--- src/rtl/xadc_drp_arbiter.sv ---
// Round-robin arbiter sharing one XADC DRP port between NUM_REQUESTERS masters, one transfer per grant.
// Optional: define XADC_DRP_ARB_TIMEOUT_EN to abort WAIT after TIMEOUT_CYCLES cycles without drdy.
module xadc_drp_arbiter #(
  parameter int NUM_REQUESTERS = 2,
  parameter int ADDR_WIDTH     = 7,
  parameter int DATA_WIDTH     = 16,
  parameter int TIMEOUT_CYCLES = 64
) (
  input  logic                                 xadc_dclk,
  input  logic                                 xadc_reset,
  input  logic [NUM_REQUESTERS-1:0]            req_valid,
  output logic [NUM_REQUESTERS-1:0]            req_ready,
  input  logic [NUM_REQUESTERS-1:0]            req_we,
  input  logic [NUM_REQUESTERS*ADDR_WIDTH-1:0] req_addr,
  input  logic [NUM_REQUESTERS*DATA_WIDTH-1:0] req_di,
  output logic [NUM_REQUESTERS-1:0]            rsp_valid,
  output logic [DATA_WIDTH-1:0]                rsp_data,
  output logic                                 rsp_error,
  output logic                                 busy,
  output logic [ADDR_WIDTH-1:0]                xadc_daddr,
  output logic                                 xadc_den,
  output logic                                 xadc_dwe,
  output logic [DATA_WIDTH-1:0]                xadc_di,
  input  logic [DATA_WIDTH-1:0]                xadc_do,
  input  logic                                 xadc_drdy
);

  localparam int PTR_W = (NUM_REQUESTERS > 1) ? $clog2(NUM_REQUESTERS) : 1;
  typedef logic [PTR_W-1:0] ptr_t;

  typedef enum logic [1:0] {
    S_IDLE  = 2'd0,
    S_ISSUE = 2'd1,
    S_WAIT  = 2'd2
  } state_e;

  state_e                    state_q, state_d;
  ptr_t                      rr_q, rr_d;
  ptr_t                      owner_q, owner_d;
  logic [ADDR_WIDTH-1:0]     daddr_q, daddr_d;
  logic [DATA_WIDTH-1:0]     di_q, di_d;
  logic                      den_q, den_d;
  logic                      dwe_q, dwe_d;
  logic [NUM_REQUESTERS-1:0] rsp_valid_q, rsp_valid_d;
  logic [DATA_WIDTH-1:0]     rsp_data_q, rsp_data_d;

`ifdef XADC_DRP_ARB_TIMEOUT_EN
  localparam int CNT_W = $clog2(TIMEOUT_CYCLES + 1);
  logic [CNT_W-1:0] cnt_q, cnt_d;
  logic             rsp_error_q, rsp_error_d;
`endif

  ptr_t                      winner;
  logic                      grant_found;
  logic [ADDR_WIDTH-1:0]     sel_addr;
  logic [DATA_WIDTH-1:0]     sel_di;
  logic                      sel_we;
  logic [NUM_REQUESTERS-1:0] owner_onehot;

  // Rotating priority: first pass looks at indices at or above the pointer,
  // second pass wraps around to the lowest valid index.
  always_comb begin : arbitrate
    // NOTE: every signal gets a default before any branch, so no path can leave one unassigned and infer a latch.
    grant_found  = 1'b0;
    winner       = '0;
    req_ready    = '0;
    sel_addr     = '0;
    sel_di       = '0;
    sel_we       = 1'b0;
    owner_onehot = '0;
    for (int i = 0; i < NUM_REQUESTERS; i++) begin
      if (!grant_found && req_valid[i] && (ptr_t'(i) >= rr_q)) begin
        grant_found = 1'b1;
        winner      = ptr_t'(i);
      end
    end
    for (int i = 0; i < NUM_REQUESTERS; i++) begin
      if (!grant_found && req_valid[i]) begin
        grant_found = 1'b1;
        winner      = ptr_t'(i);
      end
    end
    for (int i = 0; i < NUM_REQUESTERS; i++) begin
      if (ptr_t'(i) == winner) begin
        req_ready[i] = grant_found && (state_q == S_IDLE);
        sel_addr     = req_addr[i*ADDR_WIDTH +: ADDR_WIDTH];
        sel_di       = req_di[i*DATA_WIDTH +: DATA_WIDTH];
        sel_we       = req_we[i];
      end
      owner_onehot[i] = (ptr_t'(i) == owner_q);
    end
  end

  always_comb begin : fsm_next
    state_d     = state_q;
    rr_d        = rr_q;
    owner_d     = owner_q;
    daddr_d     = daddr_q;
    di_d        = di_q;
    den_d       = 1'b0;
    dwe_d       = 1'b0;
    rsp_valid_d = '0;
    rsp_data_d  = rsp_data_q;
`ifdef XADC_DRP_ARB_TIMEOUT_EN
    cnt_d       = cnt_q;
    rsp_error_d = rsp_error_q;
`endif
    unique case (state_q)
      S_IDLE: begin
        if (grant_found) begin
          state_d = S_ISSUE;
          owner_d = winner;
          rr_d    = (winner == ptr_t'(NUM_REQUESTERS - 1)) ? '0 : winner + 1'b1;
          daddr_d = sel_addr;
          di_d    = sel_di;
          den_d   = 1'b1;
          dwe_d   = sel_we;
        end
      end
      S_ISSUE: begin
        state_d = S_WAIT;
`ifdef XADC_DRP_ARB_TIMEOUT_EN
        cnt_d   = '0;
`endif
      end
      S_WAIT: begin
        // drdy is checked first so a completion on the expiry cycle still wins.
        if (xadc_drdy) begin
          state_d     = S_IDLE;
          rsp_data_d  = xadc_do;
          rsp_valid_d = owner_onehot;
`ifdef XADC_DRP_ARB_TIMEOUT_EN
          rsp_error_d = 1'b0;
        end else if (cnt_q == CNT_W'(TIMEOUT_CYCLES - 1)) begin
          state_d     = S_IDLE;
          rsp_data_d  = '0;
          rsp_valid_d = owner_onehot;
          rsp_error_d = 1'b1;
        end else begin
          cnt_d = cnt_q + 1'b1;
`endif
        end
      end
      default: state_d = S_IDLE;
    endcase
  end

  always_ff @(posedge xadc_dclk) begin
    // NOTE: non-blocking assignments make every flop sample its pre-edge inputs, independent of statement order.
    if (xadc_reset) begin
      state_q     <= S_IDLE;
      rr_q        <= '0;
      owner_q     <= '0;
      daddr_q     <= '0;
      di_q        <= '0;
      den_q       <= 1'b0;
      dwe_q       <= 1'b0;
      rsp_valid_q <= '0;
      rsp_data_q  <= '0;
`ifdef XADC_DRP_ARB_TIMEOUT_EN
      cnt_q       <= '0;
      rsp_error_q <= 1'b0;
`endif
    end else begin
      state_q     <= state_d;
      rr_q        <= rr_d;
      owner_q     <= owner_d;
      daddr_q     <= daddr_d;
      di_q        <= di_d;
      den_q       <= den_d;
      dwe_q       <= dwe_d;
      rsp_valid_q <= rsp_valid_d;
      rsp_data_q  <= rsp_data_d;
`ifdef XADC_DRP_ARB_TIMEOUT_EN
      cnt_q       <= cnt_d;
      rsp_error_q <= rsp_error_d;
`endif
    end
  end

`ifdef XADC_DRP_ARB_TIMEOUT_EN
  assign rsp_error = rsp_error_q;
`else
  assign rsp_error = 1'b0;
`endif

  assign rsp_valid  = rsp_valid_q;
  assign rsp_data   = rsp_data_q;
  assign busy       = (state_q != S_IDLE);
  assign xadc_daddr = daddr_q;
  assign xadc_di    = di_q;
  assign xadc_den   = den_q;
  assign xadc_dwe   = dwe_q;

endmodule

--- config.mk ---
export PLATFORM = sky130hd
export DESIGN_NAME = xadc_drp_arbiter
export DESIGN_NICKNAME = d
export VERILOG_FILES = /design/src/rtl/xadc_drp_arbiter.sv
export SDC_FILE = /design/constraint.sdc
export NUM_CORES = 1
export LEC_CHECK = 0
export CORE_MARGIN = 5
export CORE_UTILIZATION = 40
export DETAILED_ROUTE_END_ITERATION = 10
export PLACE_DENSITY = 0.84
export RECOVER_POWER = 25
export SKIP_LAST_GASP = 1
export SLEW_MARGIN = 20
export SYNTH_ARGS = -nofsm -noshare
export SYNTH_HDL_FRONTEND = slang
export SYNTH_SLANG_ARGS = --single-unit
--- constraint.sdc ---
create_clock -name xadc_dclk -period 1.9 [get_ports xadc_dclk]
set_input_delay 0.285 -clock xadc_dclk [delete_from_list [all_inputs] [get_ports xadc_dclk]]
set_output_delay 0.285 -clock xadc_dclk [all_outputs]
set_load 0.02 [all_outputs]
==> results.json, run 1 <==
{
  "num_antenna_cells": 0,
  "die_h_um": 80.4,
  "vias_per_cell": 5.33,
  "remaining_drc_errors": 0,
  "synth_top_area_share_pct": 47.5,
  "crit_fanout": 4,
  "synthTopCellsByArea": "dfxtp_1 (47%), a31oi_1 (7.3%), nand4_1 (7.3%)",
  "core_um2": 4750,
  "min_period_ns": 1.78,
  "synth.distinct_cells": 30,
  "grtUsageTotal_pct": 20.2,
  "slew_viol_final": 0,
  "clock-sinks": 47,
  "worst_pin_slew_ns": 0.660,
  "setup_ws_ns": 0.119,
  "row_count": 25,
  "drt_wl_total_um": 6420,
  "maxCapViolations": 0,
  "synth_fp_nets": 308,
  "holdWs_ns": 0.455,
  "maxSlewHeadroom_pct": 55.9,
  "ir_worst_vdd_mv": 0.379,
  "critPathKind": "reg2out",
  "io_buffers": 114,
  "place.gp.congestion": 0.715,
  "status": "complete, no violations",
  "fin_skew_ns": 0.00514,
  "yosys_register_bits": 47,
  "period_share_pct": 93.7,
  "first_global_vias": 2227,
  "crit_required_ns": 1.62,
  "synth_area_um2": 1980,
  "synth_top_area_cell": "dfxtp_1",
  "max_freq_mhz": 561,
  "syn_inst": 239,
  "ioPinCount": 116,
  "antenna_found_initial": 0,
  "utilization_pct": 69.1,
  "die-width_um": 80.4,
  "die_area_um2": 6460,
  "hp-class": "reg2reg",
  "nets": 417,
  "power.density_nw_per_um2": 787,
  "grt_max_degree": 28,
  "cts_buffer_depth": 2,
  "post_drt_wl_per_cell_um": 15.4,
  "fin_area_um2": 3290,
  "first_pass_iters": 4,
  "critPathLaunchType": "flop",
  "cts_tree": "done",
  "drtIter0Drc": 97,
  "total_leakage_power_uw": 0.00115,
  "arrival_ns": 1.50,
  "ctsHoldBuffers": 0,
  "numCtsBuffers": 5,
  "clockRootBuffer": "clkbuf_8",
  "start_util_pct": 41.7,
  "fin_total_pwr_uw": 2590,
  "setup_viol": 0,
  "postPlaceCellArea_um2": 3170,
  "gr-total-overflow": 0,
  "yosysSeqAreaShare_pct": 47.5,
  "grt_pass1_wl_um": 10400,
  "antenna_left": 0,
  "drive_above_1_share_pct": 7.16,
  "post-place-ws_ns": -0.115,
  "clock_latency_ns": 0.30,
  "path_clk_slew_ns": 0.08,
  "dpl.hpwl_um": 4640,
  "vias": 2219,
  "end_kind": "output port",
  "rsz0062_at_grt": "false",
  "avgSynthCellArea_um2": 8.29,
  "h-tree-depth": 2,
  "hold_viol": 0,
  "syn_to_final_growth_pct": 65.8,
  "synth_warnings": 0
}
-- sequential cells by signal (all words and copies together), names as in the netlist --
signal,cells
owner_q,1
xadc_daddr,7
rsp_valid,2
rsp_data,16
xadc_den,1
rr_q,1
state_q,2
xadc_di,16
xadc_dwe,1
-- layout by cell type, fill, tap and decap left out, types with 3 or more instances in the layout --
cell type        instances
a21oi_1                 17
nand3_1                 24
nor2_1                   3
o21ai_1                 21
nand2_1                 33
nand4_1                 23
buf_4                   12
a31oi_1                 23
clkdlybuf4s50_1        110
dfxtp_1                 46
nor3_1                   3
o21ai_0                  3
clkbuf_8                 5
-- final cells by class --
cell class                      count  area [um2]
Fill cell                         405        1470
Timing Repair Buffer              128        1240
Sequential cell                    47         942
Multi-Input combinational cell    164         882
Tap cell                           67        83.8
Clock buffer                        6        72.6
Clock inverter                      2        60.1
Inverter                            2        7.51
-- Yosys cell counts --
library cell,n
dfxtp_1,47
nand2_1,33
nand3_1,24
a31oi_1,23
nand4_1,23
o21ai_1,21
a21oi_1,17
buf_2,9
clkbuf_1,9
buf_1,3
buf_6,3
nor2_1,3
nor3_1,3
o21ai_0,3
buf_4,2
nor2_4,2
a21boi_0,1
and2_1,1
and3_1,1
and3b_1,1
conb_1,1
inv_1,1
inv_2,1
mux2i_1,1
nand2b_1,1
nand3b_4,1
nor3b_1,1
nor3b_4,1
o21a_1,1
o22ai_1,1
-- worst max-delay path: stages, from the launching register on --
cell	delay (ns)
dfxtp_1	0.44
nor2_4	0.09
inv_2	0.07
clkdlybuf4s50_1	0.60
-- power by group --
part / switching [uW] / internal, uW
Clock: 321 / 525
Combinational: 324 / 325
Sequential: 38.7 / 1050
-- metal layers --
metal  vias to the layer above  part of all wire [%]  track usage, %
met2                       138                    44            33.8
met5                         -                     0               0
met3                         9                    14            8.18
li1                       1080                     -               -
met1                       992                    40            23.7
met4                         0                   1.2            5.57
-- cell families (layout without fill, tap and decap cells) --
kind of cell    Yosys count  count (layout)  synth area share (%)
compound gates           67              67                  18.7
buf+inv                  28             138                  7.39
flops                    47              47                  47.5
mux                       1               1                 0.505
other cells               1               1                 0.189
simple gates             95              95                  25.8
-- path summary, 6_finish.rpt --
check | start | depth (start not counted) | endpoint | slack (ns)
min | rsp_data[10] | 2 | rsp_data[10] | 0.45
max reg2reg | state_q[1] | 4 | rsp_data[2] | 0.36
min reg2reg | rsp_data[10] | 2 | rsp_data[10] | 0.45
max | state_q[1] | 3 | busy | 0.12
-- metrics by stage --
step / instances / TNS, ns
final: 416 / 0
after global routing: 416 / 0
after CTS: 416 / 0
after detailed placement: 408 / -0.222
after global placement: 408 / -0.210
after floorplan: 239 / 0
-- what timing repair did --
item / in CTS / in global routing
buffers inserted: 0 / 0
resized for setup: 2 / 1
hold endpoints to repair: 0 / 0
endpoints found under the setup margin: 2 / 1
Note: power is estimated with default switching activity, not from simulation.
==> run 2: changes to the inputs <==
Settings changed: PLACE_DENSITY 0.84 to 0.86, SLEW_MARGIN 20 to default.
==> run 2 against run 1 <==
Compared with the run above: combinational power decreased by 0.8%; highest routed layer unchanged; final cell count unchanged; non-clock buffer count unchanged; count of clock-buffer cells in the layout unchanged.
==> results.json, run 2 (synthesis gave the netlist of run 1 again) <==
{
  "status": "complete, no violations",
  "fin_area_um2": 3250,
  "antenna_left": 0,
  "max_freq_mhz": 548,
  "fin_skew_ns": 0.00558,
  "slew_viol_final": 0,
  "first_pass_iters": 5,
  "num_antenna_cells": 0,
  "maxCapViolations": 0,
  "crit_family": "buffers and inverters",
  "n_fill_cell": 402,
  "vias": 2185,
  "antenna_found_initial": 0,
  "setup_tns_ns": 0,
  "die_h_um": 80.4,
  "power.density_nw_per_um2": 728,
  "start_util_pct": 41.7,
  "postPlaceCellArea_um2": 3170,
  "arrival_ns": 1.54,
  "crit_fanout": 2,
  "clock-sinks": 47,
  "crit_chain": "dlygate4sd3_1, clkbuf_4, nand2b_1, nand3_1, inv_1, dlygate4sd2_1",
  "nets": 417,
  "layout_commonest_cell": "clkdlybuf4s50_1",
  "period_share_pct": 96.0,
  "postCtsSetupRepairBufs": 0,
  "drt_wl_total_um": 6450,
  "core_um2": 4750,
  "row_count": 25,
  "worst_pin_slew_ns": 0.649,
  "mostFrequentLayoutCells": "clkdlybuf4s50_1 (109), dfxtp_1 (47), nand2_1 (33)",
  "gr-total-overflow": 0,
  "die-width_um": 80.4,
  "critPathMaxStageDelay_ns": 0.55,
  "clkPwrFrac_pct": 26.6,
  "syn_to_final_growth_pct": 63.8,
  "cp_slowest_cell": "dlygate4sd3_1",
  "critPathKind": "in2out",
  "grtUsageTotal_pct": 19.7,
  "end_kind": "output port",
  "setup_viol": 0,
  "grt_pass1_wl_um": 9990,
  "total_leakage_power_uw": 0.00113,
  "hp-class": "reg2reg",
  "fin_cells": 416,
  "grt_max_degree": 32,
  "path_clk_slew_ns": 0.09,
  "drtIter0Drc": 142,
  "critPathLaunchType": "input pin",
  "pwr-share-comb_pct": 27.3,
  "min_period_ns": 1.82,
  "seq_area_um2": 941,
  "holdWs_ns": 0.459,
  "critPathBufInv": 4,
  "cts_buffer_depth": 2,
  "cell_internal_pwr_uw": 1670,
  "crit_required_ns": 1.62,
  "clockRootBuffer": "clkbuf_8",
  "numCtsBuffers": 5,
  "clock_latency_ns": 0.29,
  "ir_worst_vdd_mv": 0.338,
  "first_global_vias": 2072,
  "maxSlewHeadroom_pct": 56.6,
  "io_buffers": 114,
  "place.gp.congestion": 0.683,
  "ioPinCount": 116,
  "remaining_drc_errors": 0,
  "power_frac_seq_pct": 46.1,
  "die_area_um2": 6460,
  "dpl.hpwl_um": 4600,
  "dp_cells": 408,
  "drive_above_1_share_pct": 7.45,
  "vias_per_cell": 5.25,
  "hold_viol": 0,
  "multi_input_area_um2": 882,
  "post_drt_wl_per_cell_um": 15.5,
  "fin_total_pwr_uw": 2360,
  "netSwitchingPower_uw": 689,
  "p_sw_share_pct": 29.2,
  "h-tree-depth": 2,
  "ctsHoldBuffers": 0,
  "rsz0062_at_grt": "false",
  "cts_tree": "done"
}
==> run 2: path summary, 6_finish.rpt <==
check             cells after the start    startpoint           end  slack [ns]
setup reg to reg                      4    state_q[1]   rsp_data[1]        0.33
hold / removal                        2  rsp_data[14]  rsp_data[14]        0.46
hold reg to reg                       2  rsp_data[14]  rsp_data[14]        0.46
setup / recovery                      6  req_valid[0]  req_ready[1]        0.08
==> run 2: through the flow <==
step	setup slack (ns)	utilization (%)
global route	0.00709	68.3
finish	0.0762	68.3
floorplan	0.472	-
CTS	0.0566	68.7
global placement	-0.0958	66.6
detailed placement	-0.105	66.6
==> run 2: worst reg2reg max path: cells and delay by family (launching register included) <==
kind / cells / cell delay, ns
buffers and inverters: 1 / 0.19
AND/OR/NAND/NOR: 2 / 0.72
AO/OA/AOI/OAI: 1 / 0.10
flip-flops: 1 / 0.45
==> run 2: cell type report <==
class	instances	area share [%]
Clock inverter	2	0.501
Clock buffer	6	2.54
Multi-Input combinational cell	164	27.2
Sequential cell	47	29.0
Tap cell	67	2.58
Inverter	2	0.231
Timing Repair Buffer	128	38.0
==> run 2: routing by layer <==
metal / global-route usage, % / up-vias / part of all wire [%]
li1: - / 1081 / -
met5: 0 / - / 0
met4: 5.07 / 0 / 0.95
met1: 23.1 / 1002 / 40
met2: 34.9 / 97 / 50
met3: 6.05 / 5 / 9.8
==> run 2: repair_timing <==
item,CTS,global route
hold endpoints to repair,0,0
gates resized for setup,2,0
setup endpoints to repair,2,0
==> run 2: power by group through the flow <==
stage               clock network (uW)  logic [uW]  registers [uW]
finish                             628         644            1090
global route                       700         692            1100
CTS                                655         656            1090
detailed placement                   0         656            1110
global placement                     0         649            1110
floorplan                            0         247            1180
